File: src/rtl/mips_pkg.sv
// Shared MIPS pipeline definitions: opcodes, forwarding selects and the
// in-flight scoreboard entry used by the hazard controller.
package mips_pkg;

  localparam logic [5:0] OP_RTYPE = 6'h00;
  localparam logic [5:0] OP_LW    = 6'h23;
  localparam logic [5:0] OP_SW    = 6'h2B;
  localparam logic [5:0] OP_BEQ   = 6'h04;

  localparam logic [1:0] FWD_RF    = 2'b00;
  localparam logic [1:0] FWD_EXMEM = 2'b10;
  localparam logic [1:0] FWD_MEMWB = 2'b01;

  typedef struct packed {
    logic       valid;
    logic [4:0] dst;
    logic       wr;
    logic       load;
    logic [4:0] rs;
    logic [4:0] rt;
  } sb_entry_t;

  // An all-zero entry also zeroes rs/rt, so a bubble can never match a producer.
  localparam sb_entry_t SB_EMPTY = '0;

  function automatic logic sb_hit(input sb_entry_t e, input logic [4:0] r);
    return e.valid && e.wr && (e.dst == r) && (r != 5'd0);
  endfunction

  function automatic logic [1:0] fwd_sel(input sb_entry_t mem_e,
                                         input sb_entry_t wb_e,
                                         input logic [4:0] r);
    if (sb_hit(mem_e, r)) return FWD_EXMEM;
    if (sb_hit(wb_e, r))  return FWD_MEMWB;
    return FWD_RF;
  endfunction

endpackage

File: src/rtl/hazard_scheduler_src_decode.sv
// Extracts source register fields from the IF/ID instruction and flags which
// of them the instruction actually reads.
module src_decode
  import mips_pkg::*;
(
  input  logic [31:0] instr,
  output logic [4:0]  rs,
  output logic [4:0]  rt,
  output logic        use_rs,
  output logic        use_rt
);

  logic [5:0] opcode;
  logic       unused_imm;

  assign opcode     = instr[31:26];
  assign rs         = instr[25:21];
  assign rt         = instr[20:16];
  assign unused_imm = ^instr[15:0];

  assign use_rs = 1'b1;
  assign use_rt = (opcode == OP_RTYPE) || (opcode == OP_SW) || (opcode == OP_BEQ);

endmodule

File: src/rtl/hazard_scheduler.sv
// Hazard controller beside ID: tracks EX/MEM/WB producers and drives stalls,
// bubbles, branch flushes and EX-stage forwarding selects.
module hazard_scheduler
  import mips_pkg::*;
#(
  parameter bit FORWARDING = 1'b1,
  parameter int CNT_W      = 16
) (
  input  logic             clk,
  input  logic             reset,
  input  logic [31:0]      instr_id,
  input  logic [4:0]       dst_id,
  input  logic             regwrite_id,
  input  logic             memread_id,
  input  logic             branch_taken,
  output logic             pc_write,
  output logic             ifid_write,
  output logic             idex_bubble,
  output logic             flush_ifid,
  output logic             flush_idex,
  output logic             flush_exmem,
  output logic [1:0]       fwd_a,
  output logic [1:0]       fwd_b,
  output logic [CNT_W-1:0] stall_count
);

  logic [4:0] rs_id;
  logic [4:0] rt_id;
  logic       use_rs;
  logic       use_rt;

  sb_entry_t  ex_q,  ex_d;
  sb_entry_t  mem_q, mem_d;
  sb_entry_t  wb_q,  wb_d;
  logic [CNT_W-1:0] cnt_q, cnt_d;

  logic raw_hazard;
  logic stall;
  logic unused_sb;

  src_decode u_src_decode (
    .instr  (instr_id),
    .rs     (rs_id),
    .rt     (rt_id),
    .use_rs (use_rs),
    .use_rt (use_rt)
  );

  // WB only ever supplies its destination; its source fields are dead.
  assign unused_sb = ^{wb_q.load, wb_q.rs, wb_q.rt};

  if (FORWARDING) begin : g_fwd
    assign raw_hazard = ex_q.load &&
                        ((use_rs && sb_hit(ex_q, rs_id)) || (use_rt && sb_hit(ex_q, rt_id)));
    assign fwd_a = fwd_sel(mem_q, wb_q, ex_q.rs);
    assign fwd_b = fwd_sel(mem_q, wb_q, ex_q.rt);
  end else begin : g_nofwd
    assign raw_hazard =
      (use_rs && (sb_hit(ex_q, rs_id) || sb_hit(mem_q, rs_id) || sb_hit(wb_q, rs_id))) ||
      (use_rt && (sb_hit(ex_q, rt_id) || sb_hit(mem_q, rt_id) || sb_hit(wb_q, rt_id)));
    assign fwd_a = FWD_RF;
    assign fwd_b = FWD_RF;
  end

  // A taken branch discards the IF/ID instruction, so its hazard is moot.
  assign stall       = raw_hazard && !branch_taken;
  assign pc_write    = !stall;
  assign ifid_write  = !stall;
  assign idex_bubble = stall;
  assign flush_ifid  = branch_taken;
  assign flush_idex  = branch_taken;
  assign flush_exmem = branch_taken;
  assign stall_count = cnt_q;

  always_comb begin
    ex_d  = '{valid: 1'b1, dst: dst_id, wr: regwrite_id, load: memread_id,
              rs: rs_id, rt: rt_id};
    mem_d = ex_q;
    wb_d  = mem_q;
    if (branch_taken) begin
      ex_d  = SB_EMPTY;
      mem_d = SB_EMPTY;
    end else if (stall) begin
      ex_d  = SB_EMPTY;
    end

    cnt_d = cnt_q;
    if (stall && (cnt_q != {CNT_W{1'b1}})) begin
      cnt_d = cnt_q + CNT_W'(1);
    end
  end

  always_ff @(posedge clk or negedge reset) begin
    if (!reset) begin
      ex_q  <= SB_EMPTY;
      mem_q <= SB_EMPTY;
      wb_q  <= SB_EMPTY;
      cnt_q <= '0;
    end else begin
      ex_q  <= ex_d;
      mem_q <= mem_d;
      wb_q  <= wb_d;
      cnt_q <= cnt_d;
    end
  end

endmodule

File: config.mk
export PLATFORM = sky130hd
export DESIGN_NAME = hazard_scheduler
export DESIGN_NICKNAME = d
export VERILOG_FILES = /design/src/rtl/mips_pkg.sv /design/src/rtl/hazard_scheduler_src_decode.sv /design/src/rtl/hazard_scheduler.sv
export SDC_FILE = /design/constraint.sdc
export NUM_CORES = 1
export LEC_CHECK = 0
export CAP_MARGIN = 10
export CORE_MARGIN = 1.5
export CORE_UTILIZATION = 52
export DETAILED_ROUTE_END_ITERATION = 10
export PLACE_DENSITY = 0.85
export SLEW_MARGIN = 40
export SYNTH_ARGS = -nofsm -noshare
export SYNTH_HDL_FRONTEND = slang
export SYNTH_HIERARCHICAL = 1
export SYNTH_SLANG_ARGS = --single-unit
File: constraint.sdc
create_clock -name clk -period 5.2 [get_ports clk]
set_input_delay 1.04 -clock clk [delete_from_list [all_inputs] [get_ports clk]]
set_output_delay 1.04 -clock clk [all_outputs]
set_load 0.03 [all_outputs]
## Yosys cells after proc, flatten, opt, wreduce, memory -nomap -nowiden

Index checks and enable logic that the tools add are counted.

- Register bits: 48
- Bits of input ports: 42
- Output and inout bits: 26
- Word-level logic and storage cells: 69

- Add/sub/neg operators: 1
- Equality and inequality tests: 9
- Mux-type cells: 17
- Reduce and logical (&&, ||, !) cells: 29

Operators with widths:

| operator | number |
|---|---|
| 2-to-1 mux 18 bit | 3 |
| == test 5 bit | 6 |
| nonzero test 5 bit | 4 |
| logical AND 1 bit | 19 |
| adder 16 x 1 -> 16 bit (second input constant) | 1 |
| 2-to-1 mux 2 bit | 8 |
| inequality test 16 bit (second input constant) | 1 |
| == test 6 x 3 -> 1 bit (second input constant) | 1 |
| == test 6 bit (second input constant) | 1 |
| logical NOT 6 bit | 1 |
| 2-to-1 mux 1 bit | 6 |
| logical OR 1 bit | 3 |
| logical NOT 1 bit | 2 |

## Logic depth before layout (Yosys ltp)

Gate-level depths: netlist of run 1.

- Depth in word-level cells: 9
- Depth in mapped cells: 8
- Gate-level depth less buffers: 7

## Cells and area by module

Netlist of run 1, hierarchy kept.

Modules (own cells, without submodules):

| module | times used | cells an instance | area each (µm²) | sequential area each (µm²) |
|---|---|---|---|---|
| hazard_scheduler | 1 | 211 | 2363.5 | 1201.2 |
| src_decode | 1 | 16 | 115.1 | 0.0 |

## Worst setup path after synthesis of run 1

No wires, ideal clock.

- Path type: input port to output port
- Start: input instr_id[27]
- End: output pc_write
- Arrival: 3.161 ns
- Required time: 4.160 ns
- Setup slack: 0.999 ns
- Stages on the path: 8
- Buffers on the path: 1
- Cell sequence: or4_1 -> o22ai_1 -> nand3_1 -> or3_1 -> or3_1 -> nand2_1 -> inv_1 -> buf_4

- Longest elaborated chain between the ends: 8
- Elaborated cells on any way between the ends: 10

RTL lines:

| item | RTL line | RTL |
|---|---|---|
| from (decl) | hazard_scheduler.sv:11 | `input logic [31:0] instr_id,` |
| == test 6 bit or logical NOT 6 bit (tied branches) | hazard_scheduler_src_decode.sv:22 | `assign use_rt = (opcode == OP_RTYPE) \|\| (opcode == OP_SW) \|\| (opcode == OP_BEQ);` |
| logical OR 1 bit | hazard_scheduler_src_decode.sv:22 |  |
| logical OR 1 bit (*) | hazard_scheduler_src_decode.sv:22 |  |
| net use_rt | hazard_scheduler.sv:30 | `logic use_rt;` |
| logical AND 1 bit (*) | hazard_scheduler.sv:54 | `((use_rs && sb_hit(ex_q, rs_id)) \|\| (use_rt && sb_hit(ex_q, rt_id)));` |
| logical OR 1 bit (*) | hazard_scheduler.sv:54 |  |
| logical AND 1 bit (*) | hazard_scheduler.sv:53 | `assign raw_hazard = ex_q.load &&` |
| logical AND 1 bit (*) | hazard_scheduler.sv:66 | `assign stall = raw_hazard && !branch_taken;` |
| net idex_bubble | hazard_scheduler.sv:18 | `output logic idex_bubble,` |
| logical NOT 1 bit (*) | - |  |
| to (decl) | hazard_scheduler.sv:16 | `output logic pc_write,` |

Mark *: on every way through the listed nets, which the timed path passes. The rest lies on a longest branch.

## Worst setup path in the final report of run 1

- Start: input instr_id[27]
- End: output idex_bubble

- Longest elaborated chain between the ends: 7
- Elaborated cells on any way between the ends: 9

RTL lines:

| item | RTL line |
|---|---|
| == test 6 bit or logical NOT 6 bit (tied branches) | hazard_scheduler_src_decode.sv:22 |
| logical OR 1 bit | hazard_scheduler_src_decode.sv:22 |
| logical OR 1 bit (*) | hazard_scheduler_src_decode.sv:22 |
| net use_rt | hazard_scheduler.sv:30 |
| logical AND 1 bit (*) | hazard_scheduler.sv:54 |
| logical OR 1 bit (*) | hazard_scheduler.sv:54 |
| logical AND 1 bit (*) | hazard_scheduler.sv:53 |
| logical AND 1 bit (*) | hazard_scheduler.sv:66 |
| to (decl) | hazard_scheduler.sv:18 |

Marked as above.

==> flow_metrics.env, run 1 <==
export IMPL_clock_path_buffers=2
export IMPL_io_buffers=51
export IMPL_synthFlopType="dfrtp_1"
export IMPL_async_reset_ff_frac=1.00
export IMPL_place_congestion=0.794
export IMPL_ys_types=40
export IMPL_cp_buffers_inverters=2
export IMPL_numCtsBuffers=5
export IMPL_syn_area_um2=2480
export IMPL_cp_slowest_stage_delay_ps=680
export IMPL_ctsHoldBuffers=0
export IMPL_syn_to_final_growth_pct=21.8
export IMPL_clkSinkCount=48
export IMPL_avgSynthCellArea_um2=10.9
export IMPL_setup_viol=0
export IMPL_drv_slew=0
export IMPL_postCtsSetupBuffers=0
export IMPL_drive_gt1_frac=0.0717
export IMPL_crit_path_end_kind="output pin"
export IMPL_nets=307
export IMPL_met1_usage=0.286
export IMPL_ant_nets=0
export IMPL_status="finished clean"
export IMPL_cp_top_family="simple AND/OR/NAND/NOR gates"
export IMPL_yosysSeqAreaShare=0.485
export IMPL_timing_final_hold_violations=0
export IMPL_drtIter0Drc=117
export IMPL_antenna_found_initial=0
export IMPL_cts_resized=0
export IMPL_coreArea_um2=4470
export IMPL_period_needed_ps=4810
export IMPL_grt_pass1_vias=1721
export IMPL_grt_remaining_overflow=0
export IMPL_drv_cap=0
export IMPL_setup_tns_final_ps=0
export IMPL_path_cells="clkdlybuf4s50_1 > or4_1 > o22ai_1 > nand3_1 > or3_1 > or3_1 > nand2_1 > clkdlybuf4s50_1"
export IMPL_hold_ws_ps=372
export IMPL_hp_class="register to register"
export IMPL_peakVddDrop_mv=0.152
export IMPL_clock_skew_ps=6.15
export IMPL_dr_pass1_iters=4
export IMPL_vias=1772
export IMPL_dp_hpwl_mm=3.49
export IMPL_worst_slew_pin_slew_ps=780
export IMPL_maxSlewHeadroom=0.477
export IMPL_cts_tree="done"
export IMPL_grt_busiest_layer="met2"
export IMPL_vias_per_cell=5.59
export IMPL_yosysMostFrequentCell="dfrtp_1"
export IMPL_met2_usage=0.314
export IMPL_wire_per_inst_um=15.1
export IMPL_synth_seq_cells=48
export IMPL_synth_area_leaders="dfrtp_1 (48%), xnor2_1 (7.1%), xor2_1 (6.7%), nor3b_1 (5.1%), buf_4 (4.5%)"
export IMPL_synth_edf_count=0
export IMPL_grtUsageMet3=0.0556
export IMPL_p_leak_nw=1.25
export IMPL_die_w_um=72.0
export IMPL_max_freq_mhz=208
export IMPL_antenna_cells=0
export IMPL_insertion_delay_ps=300
export IMPL_drcViolationCount=0
export IMPL_grt_use_total=0.207
export IMPL_slowest_stage="clkdlybuf4s50_1"
export IMPL_htreeDepth=2
export IMPL_path_class="input pin to output pin"
export IMPL_arrival_ps=3770
export IMPL_p_per_area_nw_per_um2=245
export IMPL_synth_largest_area_cell="dfrtp_1"
export IMPL_cp_max_fo=3
export IMPL_rsz0062_at_grt="no"
export IMPL_die_h_um=72.0
export IMPL_ctsRootBufferMaster="clkbuf_8"
export IMPL_synth_commonest_cells="dfrtp_1 (48), xnor2_1 (20), xor2_1 (19)"
export IMPL_crit_path_start_kind="input pin"
export IMPL_grt_max_degree=49
export IMPL_die_area_um2=5190
export IMPL_syn_nets=270
export IMPL_clk_pin_slew_ps=80
export IMPL_ys_warn_count=6
export IMPL_start_util=0.554
export IMPL_finalWirelength_mm=4.78
export IMPL_period_share=0.925
export IMPL_grt_first_pass_wirelength_mm=8.22
export IMPL_yosysTopAreaCellShare=0.485
export IMPL_num_rows=24
export IMPL_syn_inst=227
export IMPL_ioPinCount=68
export IMPL_cp_required_ps=4160
## state kept, by name (all words and copies together), names as in the netlist
register     cells
mem_q            7
ex_q            18
wb_q             7
stall_count     16
## cell families (layout without fill, tap and decap cells)
logic type / Yosys count / count (layout) / synth area share
xor gates and xnor gates: 39 / 39 / 0.138
other: 1 / 1 / 0.00151
muxes: 3 / 3 / 0.0136
DFF: 48 / 48 / 0.485
AOI/OAI and AO/OA: 22 / 22 / 0.0772
adders and majority gates: 1 / 1 / 0.00505
buffers and inverters: 28 / 66 / 0.0722
and+or+nand+nor: 85 / 85 / 0.208
## worst reg2reg max path, cell delays in order, from the launching register on
cell and delay [ps]:
dfrtp_1 420, or2_2 300, o21ai_0 270, nand3_1 510, a21boi_2 820, nor3b_1 140
## area by class of cell
cell class,count,area (um2)
repair buffers,53,523
inverters,5,18.8
clock buffers,5,68.8
multi-input cells,151,1100
flip-flops and latches,48,1200
fillers,344,1460
well taps,52,65.1
clock inverters,3,42.5
## path summary, 6_finish.rpt
| kind | startpoint | end | slack [ps] | cells after the start |
|---|---|---|---|---|
| setup / recovery | instr_id[27] | idex_bubble | 390 | 8 |
| hold / removal | mem_q[11] | wb_q[11] | 370 | 0 |
| setup reg to reg | ex_q[16] | ex_q[7] | 2590 | 5 |
| hold reg to reg | mem_q[11] | wb_q[11] | 370 | 0 |
| max in group asynchronous | reset | stall_count[8] | 4050 | 1 |
| min in group asynchronous | reset | ex_q[16] | 730 | 1 |
## metrics by stage
stage / util / instances / power (mW) / instance area [um2] / setup slack [ps]
final: 0.674 / 317 / 0.739 / 3020 / 389
after CTS: 0.674 / 317 / 0.748 / 3020 / 382
after floorplan: - / 227 / 0.449 / 2480 / 999
after global routing: 0.674 / 317 / 0.774 / 3020 / 290
after detailed placement: 0.650 / 309 / 0.480 / 2910 / 378
after global placement: 0.649 / 309 / 0.477 / 2900 / 402
## cells in the final DEF, fill, tap and decap left out, types with 3 or more instances in the layout
| master | instances |
|---|---|
| a21oi_1 | 4 |
| mux2_2 | 3 |
| nor3_1 | 4 |
| nand3_1 | 18 |
| nand2_1 | 6 |
| a211oi_1 | 8 |
| dfrtp_1 | 48 |
| or4_1 | 4 |
| inv_1 | 5 |
| buf_4 | 3 |
| nor3b_1 | 17 |
| nand2b_1 | 3 |
| xnor2_1 | 20 |
| nor2_1 | 5 |
| nand4_1 | 6 |
| clkbuf_8 | 5 |
| and3_1 | 3 |
| clkdlybuf4s50_1 | 50 |
| xor2_1 | 19 |
| nor2b_1 | 7 |
| nor4_1 | 3 |
## power breakdown
part	switching (mW)	leakage, nW	internal [mW]
clock network	0.124	0.0541	0.142
registers	0.0117	0.642	0.385
logic	0.0348	0.558	0.0413
## per-layer routing
metal	vias to the layer above	part of all wire
li1	865	-
met1	857	0.47
met2	45	0.48
met3	5	0.039
met4	0	0.015
met5	-	0
No activity file was read; power rests on OpenSTA's default activity.
==> run 2, diff against run 1 <==
clock period = 6.2 ns   (was 5.2 ns; I/O delays follow)
==> run 2 against run 1 <==
  * Sequential power down 16%
  * Largest cell class unchanged
  * Worst setup slack better by 600 ps
  * Highest routed layer unchanged
  * Clock skew down 0.51 ps
  * Die area unchanged
  * Register-to-register slack better by 1200 ps
  * Wire length down 0.54%
==> flow_metrics.env, run 2 (synthesis gave the netlist of run 1 again) <==
export IMPL_status="finished clean"
export IMPL_drv_slew=0
export IMPL_rsz0062_at_grt="no"
export IMPL_place_ws_ps=969
export IMPL_final_cell_mix="clkdlybuf4s50_1 (50), dfrtp_1 (48), xnor2_1 (20)"
export IMPL_dp_hpwl_mm=3.50
export IMPL_wire_per_inst_um=15.0
export IMPL_start_util=0.554
export IMPL_layout_commonest_cell="clkdlybuf4s50_1"
export IMPL_cp_required_ps=4960
export IMPL_clock_path_buffers=2
export IMPL_insertion_delay_ps=300
export IMPL_drcViolationCount=0
export IMPL_num_rows=24
export IMPL_r2r_setup_slack_ps=3780
export IMPL_hp_class="register to register"
export IMPL_antenna_cells=0
export IMPL_drive_gt1_frac=0.0679
export IMPL_ctsHoldBuffers=0
export IMPL_worst_slack_ps=985
export IMPL_clock_skew_ps=5.64
export IMPL_clkSinkCount=48
export IMPL_die_area_um2=5190
export IMPL_routed_top_layer="met4"
export IMPL_p_per_area_nw_per_um2=194
export IMPL_place_congestion=0.794
export IMPL_grt_max_degree=49
export IMPL_peakVddDrop_mv=0.129
export IMPL_largest_reg_flops=18
export IMPL_fin_total_pwr_mw=0.583
export IMPL_antenna_found_initial=0
export IMPL_final_util=0.672
export IMPL_coreArea_um2=4470
export IMPL_largest_register="ex_q"
export IMPL_worst_slew_pin_slew_ps=664
export IMPL_hold_ws_ps=369
export IMPL_grt_use_total=0.202
export IMPL_grt_pass1_vias=1743
export IMPL_numCtsBuffers=5
export IMPL_crit_path_end_kind="output pin"
export IMPL_final_area_um2=3010
export IMPL_met2_length_mm=2.31
export IMPL_placedCellCount=309
export IMPL_setup_viol=0
export IMPL_die_h_um=72.0
export IMPL_cts_tree="done"
export IMPL_stdcell_count=317
export IMPL_dpl_cell_area_um2=2910
export IMPL_cp_max_fo=3
export IMPL_period_needed_ps=5220
export IMPL_nets=307
export IMPL_period_share=0.841
export IMPL_postCtsSetupBuffers=0
export IMPL_arrival_ps=3980
export IMPL_wl_met3_um=148
export IMPL_p_leak_nw=1.25
export IMPL_wl_met1_mm=2.20
export IMPL_ctsRootBufferMaster="clkbuf_8"
export IMPL_drv_cap=0
export IMPL_vias_per_cell=5.55
export IMPL_htreeDepth=2
export IMPL_ioPinCount=68
export IMPL_finalWirelength_mm=4.75
export IMPL_setup_tns_final_ps=0
export IMPL_die_w_um=72.0
export IMPL_clk_pin_slew_ps=80
export IMPL_dr_pass1_iters=4
export IMPL_nFillCells=334
export IMPL_grt_remaining_overflow=0
export IMPL_timing_final_hold_violations=0
export IMPL_io_buffers=51
export IMPL_cts_resized=0
export IMPL_vias=1758
export IMPL_drtIter0Drc=90
export IMPL_ant_nets=0
export IMPL_crit_path_start_kind="input pin"
export IMPL_grt_first_pass_wirelength_mm=8.09
export IMPL_syn_to_final_growth_pct=21.4
export IMPL_max_freq_mhz=192
export IMPL_maxSlewHeadroom=0.556
export IMPL_path_class="input pin to output pin"
## run 2: changes by cell type in the layout (fill, tap and decap cells not counted), sizes merged
cell,change
clkbuf,+2
bufinv,-1
clkinv,-1
## run 2: where the power goes
group          internal, mW  switching (mW)  total (mW)
registers             0.323          0.0102       0.333
clock network        0.0906          0.0970       0.188
logic                0.0347          0.0285      0.0632
total                 0.448           0.136       0.583
## run 2: area by class of cell
cell class	count	area [um2]	share of cell area
Timing Repair Buffer	53	523	0.174
Clock buffer	7	86.3	0.0287
Sequential cell	48	1200	0.399
Clock inverter	1	7.51	0.00250
Tap cell	52	65.1	0.0216
Inverter	5	18.8	0.00624
Multi-Input combinational cell	151	1110	0.368
## run 2: final timing paths
| check | end | depth (start not counted) | startpoint |
|---|---|---|---|
| worst max-delay path | idex_bubble | 8 | instr_id[27] |
| worst min-delay path | wb_q[11] | 0 | mem_q[11] |
| worst max register to register | ex_q[9] | 5 | ex_q[16] |
| worst min register to register | wb_q[11] | 0 | mem_q[11] |
| max in group asynchronous | mem_q[13] | 1 | reset |
| min in group asynchronous | ex_q[16] | 1 | reset |
## run 2: critical path, cell delays in order
cell	delay, ps
clkdlybuf4s50_1	410
or4_1	520
o22ai_1	190
nand3_1	120
or3_1	340
or3_1	360
nand2_1	120
clkdlybuf4s50_1	680
## run 2: metal layers
layer	vias up	track usage
li1	855	-
met1	851	0.282
met2	42	0.315
met3	10	0.0361
met4	0	0.0818
met5	-	0
==> run 3, diff against run 2 <==
CORE_UTILIZATION = 48   (was 52)
PLACE_DENSITY = 0.8   (was 0.85)
clock period = 5.4 ns   (was 6.2 ns; I/O delays follow)
==> run 3 against run 2 <==
  * Global-route usage decreased by 0.75 points
  * Utilization decreased by 4.6 points
  * Register-to-register slack got worse by 1000 ps
  * Via count increased by 1.8%
  * Critical path depth unchanged
  * Sequential share of layout area decreased by 0.38 points
  * Sequential cell count unchanged
  * First-iteration DRC count increased by 14%
==> flow_metrics.env, run 3 (synthesis gave the netlist of run 1 again) <==
export IMPL_postCtsSetupBuffers=0
export IMPL_die_w_um=74.9
export IMPL_vias=1789
export IMPL_die_area_um2=5600
export IMPL_drive_gt1_frac=0.0717
export IMPL_dp_hpwl_mm=3.41
export IMPL_drv_cap=0
export IMPL_timing_rr_end="ex_q[7]"
export IMPL_final_area_um2=3040
export IMPL_final_util=0.626
export IMPL_num_rows=25
export IMPL_start_util=0.511
export IMPL_clock_skew_ps=7.19
export IMPL_r2r_setup_slack_ps=2760
export IMPL_hp_class="register to register"
export IMPL_cts_tree="done"
export IMPL_grt_max_degree=49
export IMPL_cp_buffers_inverters=2
export IMPL_ioPinCount=68
export IMPL_finalWirelength_mm=4.84
export IMPL_largest_reg_flops=18
export IMPL_hold_depth=0
export IMPL_ctsHoldBuffers=0
export IMPL_setup_tns_final_ps=0
export IMPL_period_share=0.909
export IMPL_insertion_delay_ps=300
export IMPL_wire_per_inst_um=14.6
export IMPL_nets=307
export IMPL_p_per_area_nw_per_um2=235
export IMPL_grt_first_pass_wirelength_mm=8.13
export IMPL_drcViolationCount=0
export IMPL_io_buffers=51
export IMPL_rsz0062_at_grt="no"
export IMPL_crit_path_end_kind="output pin"
export IMPL_maxSlewHeadroom=0.449
export IMPL_period_needed_ps=4910
export IMPL_hold_ws_ps=372
export IMPL_largest_register="ex_q"
export IMPL_vias_per_cell=5.39
export IMPL_stdcell_count=332
export IMPL_cp_max_fo=3
export IMPL_grt_pass1_vias=1705
export IMPL_final_cell_mix="clkdlybuf4s50_1 (50), dfrtp_1 (48), xnor2_1 (20)"
export IMPL_hold_path_end="wb_q[17]"
export IMPL_max_freq_mhz=204
export IMPL_grt_remaining_overflow=0
export IMPL_clkSinkCount=48
export IMPL_slowest_stage="clkdlybuf4s50_1"
export IMPL_dpl_cell_area_um2=2930
export IMPL_place_congestion=0.791
export IMPL_status="finished clean"
export IMPL_die_h_um=74.9
export IMPL_arrival_ps=3830
export IMPL_placedCellCount=324
export IMPL_crit_path_start_kind="input pin"
export IMPL_cp_top_family="simple AND/OR/NAND/NOR gates"
export IMPL_drv_slew=0
export IMPL_antenna_found_initial=0
export IMPL_place_ws_ps=500
export IMPL_hp_start="mem_q[17]"
export IMPL_setup_viol=0
export IMPL_antenna_cells=0
export IMPL_ant_nets=0
export IMPL_reg2reg_from="ex_q[16]"
export IMPL_worst_slew_pin_slew_ps=822
export IMPL_ctsRootBufferMaster="clkbuf_8"
export IMPL_nFillCells=392
export IMPL_reg2regPathDepth=5
export IMPL_peakVddDrop_mv=0.180
export IMPL_dr_pass1_iters=4
export IMPL_cp_slowest_stage_delay_ps=680
export IMPL_coreArea_um2=4850
export IMPL_clk_pin_slew_ps=90
export IMPL_cp_required_ps=4320
export IMPL_timing_final_hold_violations=0
export IMPL_drtIter0Drc=103
export IMPL_htreeDepth=2
export IMPL_cts_resized=0
export IMPL_path_cells="clkdlybuf4s50_1 > or4_1 > o22ai_1 > nand3_1 > or3_1 > or3_1 > nand2_1 > clkdlybuf4s50_1"
export IMPL_path_class="input pin to output pin"
export IMPL_syn_to_final_growth_pct=22.5
export IMPL_p_leak_nw=1.25
export IMPL_numCtsBuffers=5
export IMPL_layout_commonest_cell="clkdlybuf4s50_1"
export IMPL_fin_total_pwr_mw=0.712
export IMPL_clock_path_buffers=2
export IMPL_grt_use_total=0.194
export IMPL_worst_slack_ps=489
run 3: worst max-delay path by stage:
stage | startpoint | to | slack (ps) | cells after the start
2_1_floorplan | instr_id[27] | pc_write | 1120 | 8
3_3_place_gp | instr_id[27] | idex_bubble | 510 | 8
3_5_place_dp | instr_id[27] | pc_write | 500 | 9
4_1_cts | instr_id[27] | pc_write | 500 | 9
5_1_grt | instr_id[27] | pc_write | 350 | 9
6_report | instr_id[27] | idex_bubble | 490 | 8
run 3: layer usage:
layer / vias to the layer above / part of all wire / GRT usage
met5: - / 0 / 0
met2: 47 / 0.47 / 0.292
li1: 868 / - / -
met1: 868 / 0.47 / 0.273
met3: 6 / 0.043 / 0.0388
met4: 0 / 0.018 / 0.0889
run 3: worst register-to-register path: stages, from the launching register on:
cell and delay [ps]:
dfrtp_1 420, or2_2 300, o21ai_0 230, nand3_1 530, a21boi_2 860, nor3b_1 150
run 3: layout make-up:
class,instances,area [um2],area share
clock buffer,5,68.8,0.0227
clock inverter,3,42.5,0.0140
inverter,5,18.8,0.00618
multi-input combinational,151,1100,0.362
sequential,48,1200,0.396
tap,67,83.8,0.0276
timing repair buffer,53,523,0.172
run 3: power by group:
part | leakage [nW] | switching [mW] | internal [mW]
Clock | 0.0541 | 0.121 | 0.137
Sequential | 0.642 | 0.0115 | 0.370
Combinational | 0.558 | 0.0329 | 0.0397
